[config.mk]
export PLATFORM = sky130hd
export DESIGN_NAME = imem_arbiter
export DESIGN_NICKNAME = d
export VERILOG_FILES = /design/src/rtl/imem_arb_pkg.sv /design/src/rtl/imem_arbiter.sv
export SDC_FILE = /design/constraint.sdc
export NUM_CORES = 1
export LEC_CHECK = 0
export ABC_AREA = 1
export BUFFER_PORTS_ARGS = -buffer_cell sky130_fd_sc_hd__clkbuf_2
export CELL_PAD_IN_SITES_DETAIL_PLACEMENT = 0
export CELL_PAD_IN_SITES_GLOBAL_PLACEMENT = 2
export CORE_MARGIN = 8
export CORE_UTILIZATION = 10
export CTS_CLUSTER_SIZE = 10
export DETAILED_ROUTE_END_ITERATION = 10
export HOLD_SLACK_MARGIN = 0.06
export PLACE_DENSITY_LB_ADDON = 0.1
export SETUP_SLACK_MARGIN = 0.05
export SLEW_MARGIN = 25
export SYNTH_ARGS = -nofsm -noshare
export SYNTH_HDL_FRONTEND = slang
export SYNTH_SLANG_ARGS = --single-unit
[constraint.sdc]
create_clock -name clk -period 0.8 [get_ports clk]
set_input_delay 0.08 -clock clk [delete_from_list [all_inputs] [get_ports clk]]
set_output_delay 0.08 -clock clk [all_outputs]
set_load 0.005 [all_outputs]
[src/rtl/imem_arb_pkg.sv]
// Shared types and constants for the instruction-memory arbiter.
package imem_arb_pkg;

    typedef enum logic {
        ST_BOOT = 1'b0,
        ST_RUN  = 1'b1
    } arb_state_e;

    localparam int DEF_AW      = 8;
    localparam int DEF_DW      = 32;
    localparam int STALL_CNT_W = 16;

endpackage : imem_arb_pkg

[src/rtl/imem_arbiter.sv]
// Instruction-memory arbiter: the loader owns the memory during boot, then
// the loader and CPU fetch port share one memory port with alternating
// priority on contention.
//
// Optional build macro IMEM_ARB_STALL_CNT_EN adds a saturating counter of
// CPU stall cycles in RUN; without it stall_cnt is tied to zero.
//
// state | meaning
// ------+-------------------------------------------------------------
// BOOT  | program image loading; loader owns memory, CPU held
// RUN   | normal operation; loader/CPU arbitrated, left only by rst
module imem_arbiter
    import imem_arb_pkg::*;
#(
    parameter int AW = DEF_AW,
    parameter int DW = DEF_DW
) (
    input  logic                   clk,
    input  logic                   rst,
    input  logic                   ld_req,
    input  logic                   ld_wr,
    input  logic [AW-1:0]          ld_addr,
    input  logic [DW-1:0]          ld_wdata,
    output logic                   ld_gnt,
    output logic                   ld_rvalid,
    output logic [DW-1:0]          ld_rdata,
    input  logic                   ld_done,
    input  logic                   cpu_req,
    input  logic [AW-1:0]          cpu_addr,
    output logic                   cpu_gnt,
    output logic                   cpu_rvalid,
    output logic [DW-1:0]          cpu_rdata,
    output logic                   cpu_hold,
    output logic                   mem_en,
    output logic                   mem_rd_wr,
    output logic [AW-1:0]          mem_addr,
    output logic [DW-1:0]          mem_wdata,
    input  logic [DW-1:0]          mem_rdata,
    output logic                   run,
    output logic [STALL_CNT_W-1:0] stall_cnt
);

    arb_state_e state_q, state_d;
    logic       last_ld_q, last_ld_d;
    logic       ld_rvalid_q, ld_rvalid_d;
    logic       cpu_rvalid_q, cpu_rvalid_d;

    // Next state, grant decision and memory-port steering.
    always_comb begin
        state_d   = state_q;
        ld_gnt    = 1'b0;
        cpu_gnt   = 1'b0;
        mem_en    = 1'b0;
        mem_rd_wr = 1'b0;
        mem_addr  = '0;
        mem_wdata = '0;

        if (state_q == ST_BOOT) begin
            ld_gnt = ld_req;
            if (ld_done) begin
                state_d = ST_RUN;
            end
        end else if (ld_req && cpu_req) begin
            // Loader normally wins a tie, but never twice in a row.
            ld_gnt  = ~last_ld_q;
            cpu_gnt = last_ld_q;
        end else begin
            ld_gnt  = ld_req;
            cpu_gnt = cpu_req;
        end

        if (ld_gnt) begin
            mem_en    = 1'b1;
            mem_rd_wr = ld_wr;
            mem_addr  = ld_addr;
            mem_wdata = ld_wdata;
        end else if (cpu_gnt) begin
            mem_en    = 1'b1;
            mem_addr  = cpu_addr;
        end

        // Boot-time grants do not count toward the tie-break history.
        last_ld_d    = (state_q == ST_RUN) && ld_gnt;
        ld_rvalid_d  = ld_gnt && !ld_wr;
        cpu_rvalid_d = cpu_gnt;
    end

    // State, tie-break history and read-valid pipeline registers.
    always_ff @(posedge clk) begin
        if (rst) begin
            state_q      <= ST_BOOT;
            last_ld_q    <= 1'b0;
            ld_rvalid_q  <= 1'b0;
            cpu_rvalid_q <= 1'b0;
        end else begin
            state_q      <= state_d;
            last_ld_q    <= last_ld_d;
            ld_rvalid_q  <= ld_rvalid_d;
            cpu_rvalid_q <= cpu_rvalid_d;
        end
    end

    assign run        = (state_q == ST_RUN);
    assign cpu_hold   = ~run | (cpu_req & ~cpu_gnt);
    assign ld_rvalid  = ld_rvalid_q;
    assign cpu_rvalid = cpu_rvalid_q;
    assign ld_rdata   = ld_rvalid_q  ? mem_rdata : '0;
    assign cpu_rdata  = cpu_rvalid_q ? mem_rdata : '0;

`ifdef IMEM_ARB_STALL_CNT_EN
    logic [STALL_CNT_W-1:0] stall_cnt_q, stall_cnt_d;

    // Saturating count of RUN cycles where the CPU asked but was refused.
    always_comb begin
        stall_cnt_d = stall_cnt_q;
        if (run && cpu_req && !cpu_gnt && (stall_cnt_q != {STALL_CNT_W{1'b1}})) begin
            stall_cnt_d = stall_cnt_q + 1'b1;
        end
    end

    // Stall counter register.
    always_ff @(posedge clk) begin
        if (rst) begin
            stall_cnt_q <= '0;
        end else begin
            stall_cnt_q <= stall_cnt_d;
        end
    end

    assign stall_cnt = stall_cnt_q;
`else
    assign stall_cnt = '0;
`endif

endmodule : imem_arbiter
* Word-level counts from Yosys, hierarchy flattened *
Cells that the tools add are included.
Widths: inputs -> output; s select.

storage, ports and cells
  register bits = 4
  bits of input ports = 86
  output and inout bits = 128
  logic and storage cells = 27

operators by class
  multiplexer cells = 14
  bitwise operators = 5
  reductions and logical operators = 4

operators by type and width
  operator           number
  $mux 32            3
  $mux 8             2
  $mux 1             9
  $logic_and 1x1->1  3
  $not 1->1          3
  $and 1x1->1        1
  $logic_not 1->1    1
  $or 1x1->1         1

* Longest topological paths before layout *
Gate-level depths: netlist (run 1).

  depth in word-level cells = 6
  depth in mapped cells = 4
  depth with buffers taken out = 4

* Least setup slack after synthesis (run 1) *
No wires, ideal clock.

  path kind = register to output
  from = register state_q (netlist: run)
  to = output mem_wdata[13]
  arrival = 0.876 ns
  data required time = 0.720 ns
  slack = -0.156 ns
  stages on the path, launching flop included = 5
  path buffers = 1
  cell sequence = dfxtp_1 > nand3_4 > nand2_8 > buf_8 > nor2_1

between the ends
  word-level cells in the longest chain between the ends = 2

ends and longest elaborated chain
  what                      RTL line            text
  start: declaration        imem_arbiter.sv:43  arb_state_e state_q, state_d;
  start signal: assignment  imem_arbiter.sv:96  state_q <= state_d;
  $mux 1                    imem_arbiter.sv:58  if (state_q == ST_BOOT) begin
  $mux 32                   imem_arbiter.sv:72  if (ld_gnt) begin
  end: declaration          imem_arbiter.sv:37  output logic [DW-1:0] mem_wdata,

Every way passes these cells.

* Worst setup path in the final report (run 1) *
  from = register state_q (netlist: run)
  to = output mem_addr[7]

between the ends
  word-level cells in the longest chain between the ends = 3
  elaborated cells between the ends (all ways) = 4
  classes of those cells = 4 x mux

ends and longest elaborated chain
  what              RTL line            text
  $mux 1            imem_arbiter.sv:58
  $mux 8            imem_arbiter.sv:77  end else if (cpu_gnt) begin
  $mux 8 (*)        imem_arbiter.sv:72
  end: declaration  imem_arbiter.sv:36  output logic [AW-1:0] mem_addr,

Mark *: on every way between the ends. The rest lies on a longest branch, timed or not.

==> results_dict.tcl, run 1 <==
set metrics [dict create \
    synth_area_sq_um 1250 \
    drt_iter0_drc 40 \
    path_class "reg2out" \
    synth_top_area_frac 0.302 \
    clock_skew_ns 0.00161 \
    die_w_microns 128 \
    grt_pass1_wl_microns 11200 \
    ant_nets 0 \
    fin_nets 570 \
    hp-class "in2reg" \
    first_pass_iters 3 \
    place_hpwl_microns 6010 \
    grt.total_usage 0.0885 \
    r2r_setup_slack_ns -0.15 \
    hold_end "run$_SDFF_PP0_" \
    dieArea_sq_um 16400 \
    crit_fanout 8 \
    ys_warn_count 0 \
    ios 214 \
    power-per-cell-area_nw_per_um2 660 \
    async_reset_ff_frac 0 \
    ys_types 17 \
    fin_ws_ns -0.431 \
    vias 2196 \
    utilization 0.276 \
    end_kind "output pin" \
    clkTransAtPathRegs_ns 0.03 \
    place.gp.congestion 0.710 \
    ir_drop_v 0.000423 \
    violations "negative setup slack" \
    cts-root-buf "clkbuf_16" \
    yosys-top-cells-area "inv_1 30%, nand2_1 24%, nor2_1 10%" \
    via_per_inst 3.35 \
    place_area_sq_um 2420 \
    clk_path_buf_depth 2 \
    areaGrowthSynthToFinish_pct 173 \
    start_util 0.101 \
    cts_sinks 4 \
    yosys.area.top_type "inv_1" \
    start_kind "register" \
    final_area_sq_um 3420 \
    startpoint "run$_SDFF_PP0_" \
    syn_inst 269 \
    r2r-start "run$_SDFF_PP0_" \
    routedWlPerCell_microns 12.4 \
    outcome "finished with violations" \
    synth_common_cells "101 x inv_1, 79 x nand2_1, 34 x nor2_1, 17 x nand3_1, 16 x buf_4" \
    worstSkewPairLatency_ns 0.22 \
    drive_gt1_frac 0.749 \
    first_global_vias 2169 \
    holdPathStages 3 \
    synthFlopType "dfxtp_1" \
    worstPathArrival_ns 1.15 \
    setup_viol 115 \
    antenna_cells 0 \
    numPortBuffers 197 \
    cts_made_buffers 3 \
    post-route-period-util 1.54 \
    reg2regPathDepth 4 \
    leakagePower_nw 2.56 \
    core_sq_um 12400 \
    rows 41 \
    syn_avg_cell_area_sq_um 4.67 \
    ys_seq_area_frac 0.0638 \
    finalWirelength_microns 8100 \
    synth.most_common_cell "inv_1" \
    die_height_microns 128 \
    final_max_slew_viol_count 0 \
    grt_max_degree 38 \
    fmax_ghz 0.813 \
    holdCritStartpoint "ld_done" \
    ys_ff_latch 4 \
    maxCapViolCount 0 \
    pre_cts_ws_ns -0.195 \
    critPathRequiredTime_ns 0.72 \
    hold_violations 0 \
    r2r-end "last_ld_q$_SDFF_PP0_" \
    layout_min_cycle_time_ns 1.23 \
    antenna_found_initial 0 \
    synth_edf_count 0 \
    grt-ovfl-total 0 \
    grt_setup_unrepaired "true" \
    tritoncts "done" \
    cts.htree.levels 1 \
    num-fill-cells 1440 \
    drc 0 \
]
## worst max-delay path, stage by stage (launching register included)
cell and delay, ns:
dfxtp_4 0.35, nand3_4 0.15, buf_6 0.19, nand3_1 0.07
nand2_1 0.05, clkbuf_2 0.11
## where the power goes
part           leakage [nW]  switching [mW]  internal [mW]
registers            0.0353          0.0186          0.209
logic                  2.49           0.622          0.611
clock network        0.0382           0.140          0.658
total                  2.56           0.781           1.48
## kinds of logic (layout without fill, tap and decap cells)
| kind of cell | count (synthesis) | count (layout) | synth area share |
|---|---|---|---|
| AND/OR/NAND/NOR | 136 | 137 | 0.460 |
| other | 1 | 16 | 0.00299 |
| buffers and inverters | 128 | 326 | 0.474 |
| flip-flops | 4 | 4 | 0.0638 |
## state kept, by name (all words and copies together) (netlist names)
| name | cells |
|---|---|
| cpu_rvalid | 1 |
| last_ld_q | 1 |
| ld_rvalid | 1 |
| run | 1 |
## per-layer routing
metal | vias up | global-route usage | routed length (microns)
met3 | 4 | 0.0391 | 949
met4 | 0 | 0.0252 | 82
li1 | 1122 | - | -
met1 | 942 | 0.0895 | 2930
met2 | 128 | 0.161 | 4140
met5 | - | 0 | 0
## cell usage in the layout, fill, tap and decap left out, drive strengths merged
cell / instances
nand3: 18
inv: 101
dlygate4sd3: 1
nand2: 83
conb: 16
clkinv: 1
buf: 70
dfxtp: 4
nor2: 36
clkbuf: 153
## stage by stage
stage	power [mW]	TNS, ns	hold slack, ns	cells
floorplan	0.643	-2.15	0.152	284
global placement	1.12	-12.36	0.266	636
detailed placement	1.10	-11.99	0.259	636
CTS	2.12	-39.78	0.0655	656
global route	2.42	-44.38	0.0923	655
finish	2.26	-38.14	0.0613	655
## cell type report
| class | count | area [sq um] | share of cell area |
|---|---|---|---|
| timing repair buffer | 220 | 1560 | 0.455 |
| multi-input combinational | 153 | 1090 | 0.320 |
| inverter | 102 | 384 | 0.112 |
| tap | 172 | 215 | 0.0629 |
| sequential | 4 | 92.6 | 0.0270 |
| clock buffer | 4 | 78.8 | 0.0230 |
## worst max path at each step
stage	end	slack, ns	cells past startpoint
after global placement	mem_en	-0.21	4
after detailed placement	mem_en	-0.20	4
after global routing	mem_addr[1]	-0.49	5
final	mem_addr[7]	-0.43	5
after CTS	mem_wdata[30]	-0.42	4
after floorplan	mem_wdata[12]	-0.08	4
## timing repair
action | 4_1_cts | 5_1_grt
pin swaps | 24 | 16
resized for setup | 66 | 205
hold buffers | 1 | 0
hold endpoints to repair | 1 | 0
setup endpoints to repair | 115 | 116
gates cloned | 7 | 1
setup buffers | 8 | 2
Power figures use the tool's default switching activity.
==> run 2, diff against run 1 <==
--- a/config.mk
+++ b/config.mk
@@ -9,6 +9,7 @@
 export BUFFER_PORTS_ARGS = -buffer_cell sky130_fd_sc_hd__clkbuf_2
 export CELL_PAD_IN_SITES_DETAIL_PLACEMENT = 0
 export CELL_PAD_IN_SITES_GLOBAL_PLACEMENT = 2
+export CORE_ASPECT_RATIO = 0.9
 export CORE_MARGIN = 8
 export CORE_UTILIZATION = 10
 export CTS_CLUSTER_SIZE = 10
==> run 2 against run 1 <==
Net effect:
- the flow still finishes with violations (negative setup slack)
- via count increased by 2.2%
- largest power group unchanged
- fmax grew 0.49%
- cell area is 5.1% higher
==> results_dict.tcl, run 2 (synthesis results as in run 1) <==
set metrics [dict create \
    start_kind "register" \
    cts_sinks 4 \
    fin_ws_ns -0.425 \
    crit_fanout 5 \
    finalWirelength_microns 8450 \
    cts.htree.levels 1 \
    clk_path_buf_depth 2 \
    fin_nets 576 \
    start_util 0.100 \
    place.gp.congestion 0.644 \
    antenna_found_initial 0 \
    hold_violations 0 \
    violations "negative setup slack" \
    critPathRequiredTime_ns 0.72 \
    end_kind "output pin" \
    final_area_sq_um 3600 \
    die_w_microns 134 \
    place_area_sq_um 2380 \
    first_global_vias 2219 \
    worstSkewPairLatency_ns 0.22 \
    power-per-cell-area_nw_per_um2 647 \
    cts-root-buf "clkbuf_16" \
    setup_viol 115 \
    grt_setup_unrepaired "true" \
    utilization 0.288 \
    grt_max_degree 19 \
    routedWlPerCell_microns 12.9 \
    ir_drop_v 0.000520 \
    first_pass_iters 2 \
    multiInputGateArea_sq_um 1180 \
    layout_commonest_cell "clkbuf_2" \
    place_hpwl_microns 5760 \
    clkTransAtPathRegs_ns 0.03 \
    tns_ns -38.81 \
    antenna_cells 0 \
    worstPathArrival_ns 1.14 \
    grt-ovfl-total 0 \
    final_cell_mix "146 x clkbuf_2, 52 x nand2_4, 51 x inv_1" \
    ff_latch_area_sq_um 92.6 \
    grt.total_usage 0.0939 \
    num-fill-cells 1432 \
    clock_skew_ns 0.00225 \
    tritoncts "done" \
    path_class "reg2out" \
    core_sq_um 12500 \
    final_max_slew_viol_count 0 \
    die_height_microns 122 \
    numPortBuffers 197 \
    ant_nets 0 \
    drc 0 \
    drive_gt1_frac 0.759 \
    pre_cts_ws_ns -0.203 \
    post-route-period-util 1.53 \
    ios 214 \
    maxCapViolCount 0 \
    vias 2244 \
    via_per_inst 3.44 \
    hp-class "in2reg" \
    rows 39 \
    instances_no_fill 653 \
    cts_made_buffers 3 \
    placedCellCount 625 \
    outcome "finished with violations" \
    leakagePower_nw 2.64 \
    dieArea_sq_um 16400 \
    drt_iter0_drc 21 \
    fmax_ghz 0.817 \
    layout_min_cycle_time_ns 1.22 \
    areaGrowthSynthToFinish_pct 187 \
    grt_pass1_wl_microns 12100 \
]
run 2: changes by cell type in the layout (fill, tap and decap cells not counted), moves of 2 or more:
| cell | delta |
|---|---|
| nor2_1 | -8 |
| buf_6 | +6 |
| nand2_2 | -6 |
| nand2_4 | +6 |
| nand3_1 | +5 |
| nand3_2 | -5 |
| buf_2 | -4 |
| nor2_2 | +4 |
| nor2_4 | +4 |
| buf_12 | +2 |
| clkbuf_2 | -2 |
| nand2_8 | +2 |
run 2: final cells by class:
| type | instances | share of cell area |
|---|---|---|
| Timing Repair Buffer | 223 | 0.458 |
| Multi-Input combinational cell | 156 | 0.329 |
| Inverter | 102 | 0.108 |
| Tap cell | 164 | 0.0570 |
| Sequential cell | 4 | 0.0257 |
| Clock buffer | 4 | 0.0219 |
run 2: power by group:
group | total, mW | switching (mW) | internal [mW]
clock network | 0.797 | 0.139 | 0.658
logic | 1.30 | 0.661 | 0.644
registers | 0.225 | 0.0167 | 0.209
run 2: per-layer routing:
layer	vias up	share of wire	global-route usage
li1	1140	-	-
met1	987	0.36	0.0983
met2	112	0.54	0.177
met3	5	0.10	0.0385
met4	0	0.0037	0.0126
met5	-	0	0
run 2: worst paths after layout:
check | from | end | slack, ns | cells past startpoint
worst max-delay path | run$_SDFF_PP0_ | mem_en | -0.42 | 5
worst min-delay path | ld_done | run$_SDFF_PP0_ | 0.07 | 3
worst max register to register | run$_SDFF_PP0_ | last_ld_q$_SDFF_PP0_ | -0.24 | 5
worst min register to register | run$_SDFF_PP0_ | run$_SDFF_PP0_ | 0.50 | 2
run 2: critical path, cell delays in order (launching register included):
cell and delay, ns:
dfxtp_4 0.36, nand3_4 0.14, buf_6 0.17, nand2_8 0.09
nand2_2 0.05, clkbuf_2 0.11
run 2: what timing repair did:
item	4_1_cts	5_1_grt
pin swaps	8	27
cloned	11	1
hold buffers	1	0
hold endpoints to repair	1	0
buffers inserted	8	6
resized for setup	73	219
setup endpoints to repair	115	115
run 2: stage by stage:
stage | hold slack, ns | total power [mW]
final | 0.0670 | 2.33
after global routing | 0.0826 | 2.51
after CTS | 0.0681 | 2.13
after detailed placement | 0.272 | 1.08
after global placement | 0.265 | 1.09
after floorplan | 0.152 | 0.643
